## src/rtl/pc_link_stack.sv

```systemverilog
// ---------------------------------------------------------------------------
// pc_link_stack
//
// Purpose:
//   Produces the link value for the register file. The link is the PC, or
//   the PC plus LINK_OFFSET for opcodes that need the incremented link.
//   The block also keeps a hardware return-address stack for call/return
//   opcodes. The stack reports full/empty status and has sticky
//   overflow/underflow flags. A push while full can either be dropped or
//   overwrite the oldest entry, as set by WRAP_ON_FULL.
//
// Ports:
//   clock                           in   rising-edge clock
//   reset                           in   synchronous, active-high reset
//   program_counter  [PC_WIDTH]     in   current PC
//   operation        [OP_WIDTH]     in   decoded opcode at program_counter
//   enable                          in   instruction valid this cycle
//   stall                           in   pipeline hold, blocks stack updates
//   flush                           in   clears stack and flags next edge
//   registers_file_program_counter  out  link value (combinational)
//   return_pc        [PC_WIDTH]     out  top of stack, 0 when empty
//   stack_full                      out  count == DEPTH
//   stack_empty                     out  count == 0
//   overflow                        out  sticky, push while full
//   underflow                       out  sticky, pop while empty
// ---------------------------------------------------------------------------
module pc_link_stack #(
    parameter int                    PC_WIDTH     = 12,
    parameter int                    OP_WIDTH     = 6,
    parameter int                    DEPTH        = 4,
    parameter logic [PC_WIDTH-1:0]   LINK_OFFSET  = PC_WIDTH'(1),
    parameter logic [OP_WIDTH-1:0]   INC_LIMIT    = 6'b010011,
    parameter logic [OP_WIDTH-1:0]   OP_EXTRA_INC = 6'b010111,
    parameter logic [OP_WIDTH-1:0]   OP_CALL      = 6'b010100,
    parameter logic [OP_WIDTH-1:0]   OP_RETURN    = 6'b010101,
    parameter bit                    WRAP_ON_FULL = 1'b0
) (
    input  logic                clock,
    input  logic                reset,
    input  logic [PC_WIDTH-1:0] program_counter,
    input  logic [OP_WIDTH-1:0] operation,
    input  logic                enable,
    input  logic                stall,
    input  logic                flush,
    output logic [PC_WIDTH-1:0] registers_file_program_counter,
    output logic [PC_WIDTH-1:0] return_pc,
    output logic                stack_full,
    output logic                stack_empty,
    output logic                overflow,
    output logic                underflow
);

    localparam int PTR_W = $clog2(DEPTH);
    localparam int CNT_W = PTR_W + 1;

    logic [PC_WIDTH-1:0] entries_q [DEPTH];
    logic [PC_WIDTH-1:0] entries_d [DEPTH];
    logic [PTR_W-1:0]    top_q, top_d;
    logic [CNT_W-1:0]    count_q, count_d;
    logic                overflow_q, overflow_d;
    logic                underflow_q, underflow_d;

    logic                inc_sel;
    logic [PC_WIDTH-1:0] link_pc;
    logic                upd, push, pop;
    logic                full, empty;
    logic [PTR_W-1:0]    top_next;

    // Link value: this path is purely combinational. It ignores enable
    // and stall, so the register file always sees the correct link.
    assign inc_sel = (operation < INC_LIMIT) || (operation == OP_EXTRA_INC)
                  || (operation == OP_CALL);
    assign link_pc = inc_sel ? (program_counter + LINK_OFFSET) : program_counter;
    assign registers_file_program_counter = link_pc;

    assign upd  = enable & ~stall & ~reset & ~flush;
    assign push = upd & (operation == OP_CALL);
    assign pop  = upd & (operation == OP_RETURN);

    assign full  = (count_q == CNT_W'(DEPTH));
    assign empty = (count_q == '0);

    // DEPTH is a power of two, so the pointer wraps naturally.
    assign top_next = top_q + PTR_W'(1);

    always_comb begin
        entries_d   = entries_q;
        top_d       = top_q;
        count_d     = count_q;
        overflow_d  = overflow_q;
        underflow_d = underflow_q;

        if (flush) begin
            for (int i = 0; i < DEPTH; i++) begin
                entries_d[i] = '0;
            end
            top_d       = '0;
            count_d     = '0;
            overflow_d  = 1'b0;
            underflow_d = 1'b0;
        end else if (push) begin
            if (!full) begin
                top_d            = top_next;
                entries_d[top_next] = link_pc;
                count_d          = count_q + CNT_W'(1);
            end else begin
                overflow_d = 1'b1;
                // In circular mode, top_next points at the oldest entry.
                // That entry is overwritten, so count stays at DEPTH.
                if (WRAP_ON_FULL) begin
                    top_d               = top_next;
                    entries_d[top_next] = link_pc;
                end
            end
        end else if (pop) begin
            if (!empty) begin
                top_d   = top_q - PTR_W'(1);
                count_d = count_q - CNT_W'(1);
            end else begin
                underflow_d = 1'b1;
            end
        end
    end

    always_ff @(posedge clock) begin
        if (reset) begin
            for (int i = 0; i < DEPTH; i++) begin
                entries_q[i] <= '0;
            end
            top_q       <= '0;
            count_q     <= '0;
            overflow_q  <= 1'b0;
            underflow_q <= 1'b0;
        end else begin
            entries_q   <= entries_d;
            top_q       <= top_d;
            count_q     <= count_d;
            overflow_q  <= overflow_d;
            underflow_q <= underflow_d;
        end
    end

    assign return_pc   = empty ? '0 : entries_q[top_q];
    assign stack_full  = full;
    assign stack_empty = empty;
    assign overflow    = overflow_q;
    assign underflow   = underflow_q;

endmodule

```

## config.mk

```make
export PLATFORM = sky130hd
export DESIGN_NAME = pc_link_stack
export DESIGN_NICKNAME = d
export VERILOG_FILES = /design/src/rtl/pc_link_stack.sv
export SDC_FILE = /design/constraint.sdc
export NUM_CORES = 1
export LEC_CHECK = 0
export BUFFER_PORTS_ARGS = -buffer_cell sky130_fd_sc_hd__buf_2
export CORE_MARGIN = 2
export CORE_UTILIZATION = 44
export DETAILED_ROUTE_END_ITERATION = 10
export PLACE_DENSITY = 0.65
export SLEW_MARGIN = 25
export SYNTH_ARGS = -nofsm -noshare
export SYNTH_HDL_FRONTEND = slang
export SYNTH_SLANG_ARGS = --single-unit
```

## constraint.sdc

```tcl
create_clock -name clock -period 6.5 [get_ports clock]
set_input_delay 1.3 -clock clock [delete_from_list [all_inputs] [get_ports clock]]
set_output_delay 1.3 -clock clock [all_outputs]
set_load 0.05 [all_outputs]
```

==> metrics.yaml <==
clocking:
  path_clk_slew_ns: 0.09
  hold_buffers: 0
  htreeDepth: 2
  clock-sinks: 55
  clockRootBuffer: "clkbuf_8"
  cts_buffer_depth: 2
  clk_latency_ns: 0.31
  cts_tree: "done"
  cts_setup_buffers: 0
  cts_resized: 0
  cts_buffers: 5
finish:
  area.growth.synth_to_final_pct: 12.5
  postLayoutCoreUtil_pct: 52.0
  multi_input_area_um2: 1510
  num-fill-cells: 576
  nNetsFinal: 364
  seq_area_um2: 1100
  final_cell_mix: "dfxtp_1 (55), buf_2 (50), a21oi_1 (47)"
  instances_no_fill: 411
  final_common_cell: "dfxtp_1"
  diodes: 0
  drive_gt1_share_pct: 25.6
power_and_ir_drop:
  p_per_area_nw_per_um2: 190
  p_comb_share_pct: 11.3
  pwr-share-seq_pct: 56.5
  switching_share_pct: 27.3
  p_int_mw: 0.433
  pwr-share-clk_pct: 32.2
  ir_drop_v: 0.0000899
  p_leak_nw: 1.22
  power.net_switching_mw: 0.163
critical_path:
  crit_buf_inv: 3
  crit_chain: "buf_2 > xor2_1 > o311a_1 > nor3_1 > xnor2_1 > inv_1 > buf_2"
  crit_type: "primary input to output pin"
  worstSetupStartpointType: "primary input"
  worstPathArrival_ns: 3.13
  crit_fanout: 11
  cp.required_ns: 5.20
  crit_path_top_delay_cell: "xnor2_1"
  r2r_cells: 7
  reg2reg_from: "top_q[0]$_SDFFE_PP0P_"
  timing.critical_path.to_type: "output pin"
  critPathMostFrequentCell: "buf_2"
  max_stage_delay_ns: 0.52
  setup.reg_to_reg.worst_slack_ns: 3.98
  path_delay_family: "XOR/XNOR gates"
  r2r_end: "entries_q[13]$_SDFFE_PP0P_"
synth:
  synth_cell_types: 42
  synth_top_cell_area_share_pct: 39.6
  seq_area_frac_synth_pct: 39.6
  postSynthAreaPerCell_um2: 9.37
  syn_inst: 297
  ys_seq_elements: 55
  yosys_warnings: 0
  syn_area_um2: 2780
  syn_nets: 326
  synth_area_leaders: "dfxtp_1 (40%), mux4_2 (9.7%), a21oi_1 (8.4%), o21ai_0 (8.1%), xnor2_1 (3.8%)"
  yosys.area.top_type: "dfxtp_1"
global_route:
  grt_usage_pct: 18.3
  grt_max_degree: 47
  grt_pass1_wl_um: 10400
  grt_antenna_before_repair: 0
  grt-ovfl-total: 0
  grt_pass1_vias: 2083
run:
  max_cap_viol_count: 0
routing:
  viasPerCell: 5.48
  drc: 0
  drt_wl_total_um: 6290
  via_count: 2251
  wire_per_inst_um: 15.3
  drt_iter0_markers: 142
  postRouteAntennaNets: 0
  first_pass_iters: 4
sta:
  finalSetupViolCount: 0
  slew_headroom_pct: 36.6
  min_period_ns: 4.43
  rsz0062_at_grt: "no"
  fmax_mhz: 226
  drv_slew: 0
  hold_viol_final: 0
  skew_ns: 0.00739
  post-route-period-util_pct: 68.2
  tns_ns: 0
  worst_slew_pin_slew_ns: 0.949
floorplanning:
  dieWidth_um: 83.5
  die-area_um2: 6980
  core_um2: 6030
  die_h_um: 83.5
  initial_utilization_pct: 46.2
  rows: 28
  ios: 51
placement:
  place.gp.congestion: 0.740
  portBuffers: 50
  dpl.hpwl_um: 4330
  placedCellCount: 403
min_path:
  holdPathStages: 2
  holdPathEnd: "overflow$_SDFFE_PP0P_"
  hold_path.class: "flop to flop"
  worstHoldStart: "overflow$_SDFFE_PP0P_"
outcome:
  status: "finished, final reports clean"
## layer usage
layer	global-route usage [%]	share of wire, %
met1	26.1	48
met2	29.0	46
met3	1.98	4.4
met5	0	0
met4	6.16	1.3
## logic make-up (layout without fill, tap and decap cells)
group | count (synthesis) | count (layout) | share of synthesized area (%)
compound gates | 100 | 100 | 18.7
simple gates | 62 | 62 | 15.2
flops | 55 | 55 | 39.6
buf+inv | 40 | 79 | 6.47
mux | 19 | 19 | 12.3
xor+xnor | 15 | 15 | 4.72
fa+ha+maj | 6 | 6 | 2.97
## how the worst max path moves through the flow
stage,from,end,cells past startpoint
2_1_floorplan,operation[0],registers_file_program_counter[7],7
3_3_place_gp,operation[0],registers_file_program_counter[9],7
3_5_place_dp,operation[0],registers_file_program_counter[8],7
4_1_cts,operation[0],registers_file_program_counter[8],7
5_1_grt,operation[0],registers_file_program_counter[0],7
6_report,operation[0],registers_file_program_counter[8],7
## flip-flops by register name, indices dropped and copies added, names as in the netlist
register and count:
count_q 3, entries_q 48, overflow 1, top_q 2
underflow 1
## power by group through the flow
stage                     Combinational [mW]  Sequential [mW]  Clock [mW]
after CTS                             0.0674            0.337       0.196
after floorplan                       0.0468            0.345           0
after global routing                  0.0725            0.337       0.210
after global placement                0.0668            0.345           0
final                                 0.0674            0.337       0.192
after detailed placement              0.0672            0.345           0
## per-stage QoR
| step | hold slack (ns) | total power [mW] | instance area, um2 | setup slack [ns] |
|---|---|---|---|---|
| finish | 0.479 | 0.596 | 3130 | 2.07 |
| floorplan | 0.455 | 0.391 | 2780 | 2.43 |
| global route | 0.490 | 0.620 | 3130 | 1.98 |
| detailed placement | 0.456 | 0.412 | 3040 | 2.08 |
| global placement | 0.449 | 0.411 | 3030 | 2.15 |
| CTS | 0.479 | 0.600 | 3130 | 2.08 |
## worst min-delay path, delay by kind of cell (launching register included)
family             cells  cell delay (ns)
and+or+nand+nor        1             0.07
DFF                    1             0.34
AOI/OAI and AO/OA      1             0.04
## cells in the mapped netlist
cell type	instances
nor4_1	1
xor2_1	3
nor4_2	2
fa_1	1
nand4_1	1
nor4b_2	1
nor2_1	13
a21oi_1	47
nor3b_2	1
xnor2_1	12
or2_2	2
a211oi_1	1
o21ai_0	45
nor2_2	1
o21ai_1	1
nand2b_1	2
and4_1	1
nand2_1	3
clkbuf_2	1
nor4b_4	2
nor2b_1	13
nor3_1	4
buf_1	1
nand4b_1	2
o311a_1	1
inv_1	17
clkbuf_1	8
dfxtp_1	55
mux4_2	12
a31oi_1	2
nand3_1	6
mux2_2	2
and3_1	4
ha_1	5
a311oi_1	2
nor4_4	1
nor3b_1	1
nor4b_1	1
buf_6	2
mux2i_1	5
a211o_1	1
buf_2	11
## final cells by class
type | instances | area share, %
flip-flops and latches | 55 | 35.1
inverters | 17 | 2.04
clock inverters | 2 | 0.519
clock buffers | 6 | 2.32
repair buffers | 54 | 8.95
well taps | 75 | 3.00
multi-input cells | 202 | 48.0
No activity file was read; power rests on OpenSTA's default activity.
